<file path="config.mk">
export PLATFORM = sky130hd
export DESIGN_NAME = register_bank_flat
export DESIGN_NICKNAME = d
export VERILOG_FILES = /design/src/rtl/register_bank_if.sv /design/src/rtl/register_bank.sv /design/src/flat_wrapper.sv
export SDC_FILE = /design/constraint.sdc
export NUM_CORES = 2
export LEC_CHECK = 0
export ABC_AREA = 0
export BUFFER_PORTS_ARGS = -buffer_cell sky130_fd_sc_hd__buf_2
export CAP_MARGIN = 20
export CORE_UTILIZATION = 36
export CTS_BUF_LIST = sky130_fd_sc_hd__clkbuf_8
export CTS_CLUSTER_SIZE = 20
export DETAILED_ROUTE_END_ITERATION = 6
export HOLD_SLACK_MARGIN = 0.05
export PLACE_DENSITY = 0.58
export SLEW_MARGIN = 20
export SYNTH_ARGS = -nofsm -noshare
export SYNTH_HDL_FRONTEND = slang
export SYNTH_SLANG_ARGS = --single-unit
</file>
<file path="constraint.sdc">
create_clock -name clock -period 104.9 [get_ports clock]
set_input_delay 15.735 -clock clock [delete_from_list [all_inputs] [get_ports clock]]
set_output_delay 15.735 -clock clock [all_outputs]
set_load 0.05 [all_outputs]
</file>
<file path="src/rtl/register_bank_if.sv">
//------------------------------------------------------------------------------
// Module  : register_bank_if
// Brief   : Bus bundle between the issue/writeback logic and register_bank.
// Rev     : 1.0  initial release
//------------------------------------------------------------------------------
`default_nettype none

interface register_bank_if #(
  parameter int WIDTH  = 32,
  parameter int DEPTH  = 32,
  parameter int ADDR_W = $clog2(DEPTH)
);

  // write / reserve side
  logic              regWrite;
  logic [ADDR_W-1:0] writeRegister;
  logic [WIDTH-1:0]  writeData;
  logic              reserve;
  logic [ADDR_W-1:0] reserveRegister;

  // read side
  logic [ADDR_W-1:0] register1;
  logic [ADDR_W-1:0] register2;
  logic [WIDTH-1:0]  readData1;
  logic [WIDTH-1:0]  readData2;
  logic              busy1;
  logic              busy2;
  logic [ADDR_W:0]   pendingCount;

  modport master (
    output regWrite,
    output writeRegister,
    output writeData,
    output reserve,
    output reserveRegister,
    output register1,
    output register2,
    input  readData1,
    input  readData2,
    input  busy1,
    input  busy2,
    input  pendingCount
  );

  modport slave (
    input  regWrite,
    input  writeRegister,
    input  writeData,
    input  reserve,
    input  reserveRegister,
    input  register1,
    input  register2,
    output readData1,
    output readData2,
    output busy1,
    output busy2,
    output pendingCount
  );

endinterface

`default_nettype wire

</file>
<file path="src/rtl/register_bank.sv">
//------------------------------------------------------------------------------
// Module  : register_bank
// Brief   : Two-read / one-write register file with per-register pending
//           (scoreboard) bits and a registered pending population count.
//           Define REGISTER_BANK_BYPASS_EN to forward same-cycle writes to reads.
// Rev     : 1.0  initial release
//------------------------------------------------------------------------------
`default_nettype none

module register_bank #(
  parameter int WIDTH  = 32,
  parameter int DEPTH  = 32,
  parameter int ADDR_W = $clog2(DEPTH)
) (
  input  wire logic      clock,
  input  wire logic      reset,
  register_bank_if.slave bus
);

  localparam logic [ADDR_W-1:0] c_ZERO_IDX = '0;

  logic [WIDTH-1:0]  r_regs [DEPTH];
  logic [DEPTH-1:0]  r_pending;
  logic [ADDR_W:0]   r_count;

  logic              w_wr_en;
  logic              w_rsv_en;
  logic [DEPTH-1:0]  w_pending_nxt;
  logic [ADDR_W:0]   w_count_nxt;

  logic [WIDTH-1:0]  w_rd1;
  logic [WIDTH-1:0]  w_rd2;
  logic              w_busy1;
  logic              w_busy2;

  // Index 0 is hardwired: never written, never reserved.
  assign w_wr_en  = bus.regWrite && (bus.writeRegister   != c_ZERO_IDX);
  assign w_rsv_en = bus.reserve  && (bus.reserveRegister != c_ZERO_IDX);

  // Write clears, reserve sets; reserve is applied last so it wins on a tie.
  always_comb begin
    w_pending_nxt = r_pending;
    if (w_wr_en) begin
      w_pending_nxt[bus.writeRegister] = 1'b0;
    end
    if (w_rsv_en) begin
      w_pending_nxt[bus.reserveRegister] = 1'b1;
    end
    w_pending_nxt[0] = 1'b0;
  end

  always_comb begin
    w_count_nxt = '0;
    for (int i = 0; i < DEPTH; i++) begin
      w_count_nxt = w_count_nxt + {{ADDR_W{1'b0}}, w_pending_nxt[i]};
    end
  end

  always_ff @(posedge clock or posedge reset) begin
    if (reset) begin
      for (int i = 0; i < DEPTH; i++) begin
        r_regs[i] <= '0;
      end
    end else if (w_wr_en) begin
      r_regs[bus.writeRegister] <= bus.writeData;
    end
  end

  always_ff @(posedge clock or posedge reset) begin
    if (reset) begin
      r_pending <= '0;
      r_count   <= '0;
    end else begin
      r_pending <= w_pending_nxt;
      r_count   <= w_count_nxt;
    end
  end

  // Read ports: stored state first, then optional same-cycle forwarding.
  always_comb begin
    w_rd1   = (bus.register1 == c_ZERO_IDX) ? '0 : r_regs[bus.register1];
    w_rd2   = (bus.register2 == c_ZERO_IDX) ? '0 : r_regs[bus.register2];
    w_busy1 = (bus.register1 != c_ZERO_IDX) && r_pending[bus.register1];
    w_busy2 = (bus.register2 != c_ZERO_IDX) && r_pending[bus.register2];
`ifdef REGISTER_BANK_BYPASS_EN
    if (w_wr_en && (bus.writeRegister == bus.register1)) begin
      w_rd1   = bus.writeData;
      w_busy1 = w_rsv_en && (bus.reserveRegister == bus.register1);
    end
    if (w_wr_en && (bus.writeRegister == bus.register2)) begin
      w_rd2   = bus.writeData;
      w_busy2 = w_rsv_en && (bus.reserveRegister == bus.register2);
    end
`else
    // Without forwarding, a write becomes visible the cycle after its edge.
`endif
  end

  // Reset masks the outputs so forwarding cannot leak writeData through.
  assign bus.readData1    = reset ? '0   : w_rd1;
  assign bus.readData2    = reset ? '0   : w_rd2;
  assign bus.busy1        = reset ? 1'b0 : w_busy1;
  assign bus.busy2        = reset ? 1'b0 : w_busy2;
  assign bus.pendingCount = r_count;

endmodule

`default_nettype wire

</file>
<file path="src/flat_wrapper.sv">
// flat-port wrapper written by rule: the top's interface ports become plain ports
module register_bank_flat 
#(
  parameter int WIDTH  = 32,
  parameter int DEPTH  = 32,
  parameter int ADDR_W = $clog2(DEPTH)
)
  (clock, reset, bus_regWrite, bus_writeRegister, bus_writeData, bus_reserve, bus_reserveRegister, bus_register1, bus_register2, bus_readData1, bus_readData2, bus_busy1, bus_busy2, bus_pendingCount);
  register_bank_if #(.WIDTH(WIDTH), .DEPTH(DEPTH), .ADDR_W(ADDR_W)) bus_i ();
  input  wire logic clock;
  input  wire logic reset;
  input wire logic [$bits(bus_i.regWrite)-1:0] bus_regWrite;
  input wire logic [$bits(bus_i.writeRegister)-1:0] bus_writeRegister;
  input wire logic [$bits(bus_i.writeData)-1:0] bus_writeData;
  input wire logic [$bits(bus_i.reserve)-1:0] bus_reserve;
  input wire logic [$bits(bus_i.reserveRegister)-1:0] bus_reserveRegister;
  input wire logic [$bits(bus_i.register1)-1:0] bus_register1;
  input wire logic [$bits(bus_i.register2)-1:0] bus_register2;
  output wire logic [$bits(bus_i.readData1)-1:0] bus_readData1;
  output wire logic [$bits(bus_i.readData2)-1:0] bus_readData2;
  output wire logic [$bits(bus_i.busy1)-1:0] bus_busy1;
  output wire logic [$bits(bus_i.busy2)-1:0] bus_busy2;
  output wire logic [$bits(bus_i.pendingCount)-1:0] bus_pendingCount;
  assign bus_i.regWrite = bus_regWrite;
  assign bus_i.writeRegister = bus_writeRegister;
  assign bus_i.writeData = bus_writeData;
  assign bus_i.reserve = bus_reserve;
  assign bus_i.reserveRegister = bus_reserveRegister;
  assign bus_i.register1 = bus_register1;
  assign bus_i.register2 = bus_register2;
  assign bus_readData1 = bus_i.readData1;
  assign bus_readData2 = bus_i.readData2;
  assign bus_busy1 = bus_i.busy1;
  assign bus_busy2 = bus_i.busy2;
  assign bus_pendingCount = bus_i.pendingCount;
  register_bank #(.WIDTH(WIDTH), .DEPTH(DEPTH), .ADDR_W(ADDR_W)) u_core (.clock(clock), .reset(reset), .bus(bus_i));
endmodule
</file>
**After elaboration in Yosys (flattened, before gate mapping)**

Index checks and enable logic that the tools add are counted.

- Mux-type cells: 25
- Reduce and logical (&&, ||, !) cells: 13
- Add/subtract/negate cells: 30
- Bitwise gates (word level): 6
- Magnitude comparators: 10

Operator list:

| kind | number |
|---|---|
| bitwise mux 1024 bit | 1 |
| 2-to-1 mux 32 bit | 11 |
| binary-select mux 32 bit (select 5 bit) | 2 |
| adder 6 x 1 -> 6 bit | 29 |
| demux 32 bit (select 5 bit) | 1 |
| AND 32 bit | 1 |
| NOT 32 bit | 1 |
| OR 32 bit | 1 |
| less-than comparator 5 x 6 -> 1 bit, second input constant | 4 |
| nonzero test 5 bit | 4 |
| greater-or-equal comparator 6 bit, second input constant | 3 |
| NOT 5 -> 6 bit | 3 |
| binary-select mux 1 bit (select 5 bit) | 2 |
| demux 1 bit (select 5 bit) | 2 |
| greater-or-equal comparator 5 x 1 -> 1 bit, second input constant | 2 |
| zero test 5 bit | 2 |
| logical AND 1 bit | 7 |
| less-than comparator 6 x 1 -> 1 bit, second input constant | 1 |
| 2-to-1 mux 1 bit | 6 |
| adder 1 x 1 -> 2 bit | 1 |

- Bits of input ports: 56
- Logic and storage cells: 118
- Register bits after elaboration: 1,061

**Depth between registers and ports, before layout**

- Depth in word-level cells: 39
- Mapped depth: 24
- Mapped depth without buffers: 21

**Worst setup path after synthesis**

Ideal clock, no wire load.

- Path kind: input -> output
- Start point: in reset
- End point: out bus_readData2[10]
- Path slack: 47.820 ns
- Stages on the path: 7
- Arrival time: 41.345 ns
- Data required time: 89.165 ns
- Path through: buf_2 inv_1 and4_1 buf_1 clkbuf_1 a22oi_1 nand4_1

- Longest elaborated chain between the ends: 1

RTL lines:

| what | RTL line | RTL |
|---|---|---|
| start, declared | flat_wrapper.sv:11 | `input wire logic reset;` |
| 2-to-1 mux 32 bit | register_bank.sv:101 | `assign bus.readData2 = reset ? '0 : w_rd2;` |
| end, declared | flat_wrapper.sv:20 | `output wire logic [$bits(bus_i.readData2)-1:0] bus_readData2;` |

No other way between the ends.

**Worst setup path in the final report**

- Start point: in bus_register2[0]
- End point: out bus_readData2[0]

- Longest elaborated chain between the ends: 6
- Elaborated cells between the ends (all ways): 7

RTL lines:

| what | RTL line | RTL |
|---|---|---|
| start, declared | flat_wrapper.sv:18 | `input wire logic [$bits(bus_i.register2)-1:0] bus_register2;` |
| NOT 5 -> 6 bit (not written as such) | register_bank.sv:82 | `w_rd2 = (bus.register2 == c_ZERO_IDX) ? '0 : r_regs[bus.register2];` |
| binary-select mux 32 bit (select 5 bit) | register_bank.sv:82 |  |
| 2-to-1 mux 32 bit (not written as such) (2 in a row) | register_bank.sv:82 |  |
| 2-to-1 mux 32 bit (*) | register_bank.sv:82 |  |
| 2-to-1 mux 32 bit (*) | register_bank.sv:101 |  |

Every way passes the cells marked *; elsewhere a longest branch is shown, timed or not. The select of a mux whose other input is x is not followed.

==> impl_metrics.py <==
metrics = {
    "pwr": {
        "power.density_nw_per_um2": 20.6,
        "max-vdd-ir-drop_uv": 50.7,
        "leakage_uw": 0.0280,
    },
    "clock_network": {
        "cts.sinks": 1061,
        "cts_tree": "done",
        "post_cts_buffers": 0,
        "holdBufCountCts": 0,
        "clk_latency_ns": 0.89,
        "cts_made_buffers": 185,
        "clockBufferDepth": 3,
        "post_cts_resized": 0,
        "cts_root_buf": "clkbuf_8",
        "htree_num_levels": 4,
        "clk_pin_slew_ns": 0.05,
    },
    "hold_path": {
        "worstHoldPathType": "reg -> reg",
    },
    "critical_path": {
        "critPathMaxFanout": 61,
        "worstRegToRegCells": 17,
        "reg2reg_to": "u_core.bus.pendingCount[4]",
        "cpPeakStageDelay_ns": 0.77,
        "path_cells": "buf_8, buf_4, buf_4, mux4_2, and3_1, a21oi_1, nand4_1, buf_2",
        "worst_setup_path_end_kind": "primary output",
        "crit_top_cell": "buf_4",
        "crit_path_top_delay_cell": "buf_4",
        "arrival_ns": 19.52,
        "crit_end": "bus_readData2[0]",
        "required_ns": 89.17,
        "crit_type": "in -> out",
        "worstReg2RegStart": "u_core.r_pending[2]",
        "cp-start-kind": "primary input",
        "crit_path_start": "bus_register2[0]",
        "r2r_slack_ns": 99.60,
    },
    "sta": {
        "fin_crit_sh_pct": 33.6,
        "hold_violations": 0,
        "slew_headroom_pct": 27.7,
        "rsz0062_at_grt": "false",
        "fmax_mhz": 28.4,
        "timing.setup.tns_ns": 0,
        "period_needed_ns": 35.26,
        "skew_ns": 0.0100,
        "tightestPinTransition_ns": 1.08,
        "final-max-slew-violation-count": 0,
        "finalSetupViolations": 0,
    },
    "place": {
        "gp_congestion": 0.821,
        "place_area_um2": 58800,
        "port_buffers": 127,
        "place_inst": 5770,
        "dp_hpwl_um": 97300,
    },
    "detailed_routing": {
        "drtAntennaViolNets": 0,
        "drc": 0,
        "wire_per_inst_um": 29.0,
        "drt_pass1_iterations": 5,
        "vias_per_cell": 5.98,
        "drt-initial-drc-count": 3031,
        "wl_um": 177000,
        "vias": 36600,
    },
    "synth": {
        "yosysWarningCount": 0,
        "synthArstFlopShare_pct": 100,
        "ys_types": 53,
        "syn-num-nets": 4041,
        "syn_area_um2": 56500,
        "synth_seq_area_share_pct": 47.0,
        "syn_inst": 3953,
        "syn_avg_cell_area_um2": 14.3,
        "synth_edf_count": 0,
        "ys_ff_latch": 1061,
        "ys.flop_type": "dfrtp_1",
    },
    "global_route": {
        "antenna_found_initial": 8,
        "grt_remaining_overflow": 0,
        "grt_pass1_vias": 37500,
        "grt_max_degree": 167,
        "track_usage_pct": 22.5,
        "grt_pass1_wl_um": 262000,
    },
    "layout": {
        "stdcell_area_um2": 62700,
        "layout.cells.non_filler": 6116,
        "mostFrequentLayoutCell": "dfrtp_1",
        "synthToLayoutAreaGrowth_pct": 11.0,
        "final_util_pct": 40.4,
        "final_cell_mix": "dfrtp_1, mux2_2, mux4_2",
        "fillers": 14400,
        "drive_above_1_share_pct": 47.5,
        "fin_nets": 4004,
    },
    "floorplan": {
        "die_y_um": 398,
        "die_w_um": 398,
        "start_util_pct": 36.4,
        "die_area_um2": 158000,
        "rows": 144,
        "io_pins": 128,
        "fp.coreArea_um2": 155000,
    },
    "run": {
        "maxCapViolCount": 0,
    },
    "status": {
        "outcome": "complete, no violations",
    },
}
-- stage by stage --
step	power, uW	hold slack [ns]	setup WS (ns)
floorplan	831	0.425	47.82
detailed placement	916	0.365	69.59
finish	1290	0.378	69.64
global route	1370	0.387	69.45
global placement	905	0.363	69.53
CTS	1310	0.377	69.59
-- synthesized netlist by cell type, types with 4 or more instances --
master    instances  area (um2)
dfrtp_1        1061       26600
mux2_2          991       11200
mux4_2          391        8810
mux2i_1         269        2690
clkbuf_1        240         901
a22oi_1         206        1550
buf_2           181         906
nand2_1          90         338
a21oi_1          71         355
nand3_1          70         350
nand4_1          68         425
inv_1            46         173
a22o_1           45         394
and3_1           34         213
a31oi_1          32         200
fa_1             23         460
buf_1            20        75.1
nor2_1           15        56.3
ha_1              9         113
nor2b_1           9        56.3
o21ai_0           9        45.0
and2_1            6        37.5
a21o_1            5        37.5
nand3b_1          5        37.5
nor3_1            5        25.0
nor3b_2           5        62.6
nand2_2           4        25.0
nor4bb_1          4        40.0
-- cell families (layout without fill, tap and decap cells) --
| family | Yosys count | in the layout | synth area share, % |
|---|---|---|---|
| multiplexers | 1654 | 1654 | 40.2 |
| flip-flops | 1061 | 1061 | 47.0 |
| buffers and inverters | 490 | 605 | 3.68 |
| AO/OA/AOI/OAI | 379 | 379 | 4.73 |
| AND/OR/NAND/NOR | 334 | 334 | 3.33 |
| adder cells (fa/ha/maj) | 32 | 32 | 1.01 |
| XOR/XNOR | 3 | 3 | 0.0465 |
| other | 0 | 4 | 0 |
-- worst max-delay path: cells and delay by family --
family          cells  cell delay [ns]
compound gates      1             0.15
buf+inv             4             2.36
simple gates        2             0.55
mux                 1             0.59
-- final cells by class --
cell class	count	area, um2	area share [%]
Tap cell	2044	2560	4.08
Inverter	46	180	0.288
Clock inverter	96	450	0.719
Clock buffer	243	3340	5.34
Antenna cell	4	10.0	0.0160
Sequential cell	1061	26600	42.4
Multi-Input combinational cell	2402	28100	44.8
Timing Repair Buffer	220	1480	2.37
-- state kept, by name, summed over array words and instances (netlist names) --
name                     count
u_core.r_regs             1024
u_core.r_pending            31
u_core.bus.pendingCount      6
-- report_power, final --
part	internal [uW]	switching [uW]
Combinational	189	170
Clock	207	180
Sequential	492	55.7
Total	888	406
-- layer usage --
layer  wire length, um  vias to the layer above  global-route usage, %
met3             11100                      343                   3.71
met2             83500                     1219                   35.2
met5                 7                        -                      0
met1             76700                    19900                   31.1
li1                  -                    15100                      -
met4              6270                        2                   8.84
-- worst min path at each step --
stage                             start                  end  slack, ns  depth (start not counted)
floorplan           u_core.r_regs[1022]  u_core.r_regs[1022]       0.42                          1
CTS                 u_core.r_regs[1022]  u_core.r_regs[1022]       0.38                          0
detailed placement  u_core.r_regs[1022]  u_core.r_regs[1022]       0.36                          0
global route        u_core.r_regs[1022]  u_core.r_regs[1022]       0.39                          0
finish              u_core.r_regs[1022]  u_core.r_regs[1022]       0.38                          0
global placement    u_core.r_regs[1022]  u_core.r_regs[1022]       0.36                          0
No activity file was read; power rests on OpenSTA's default activity.
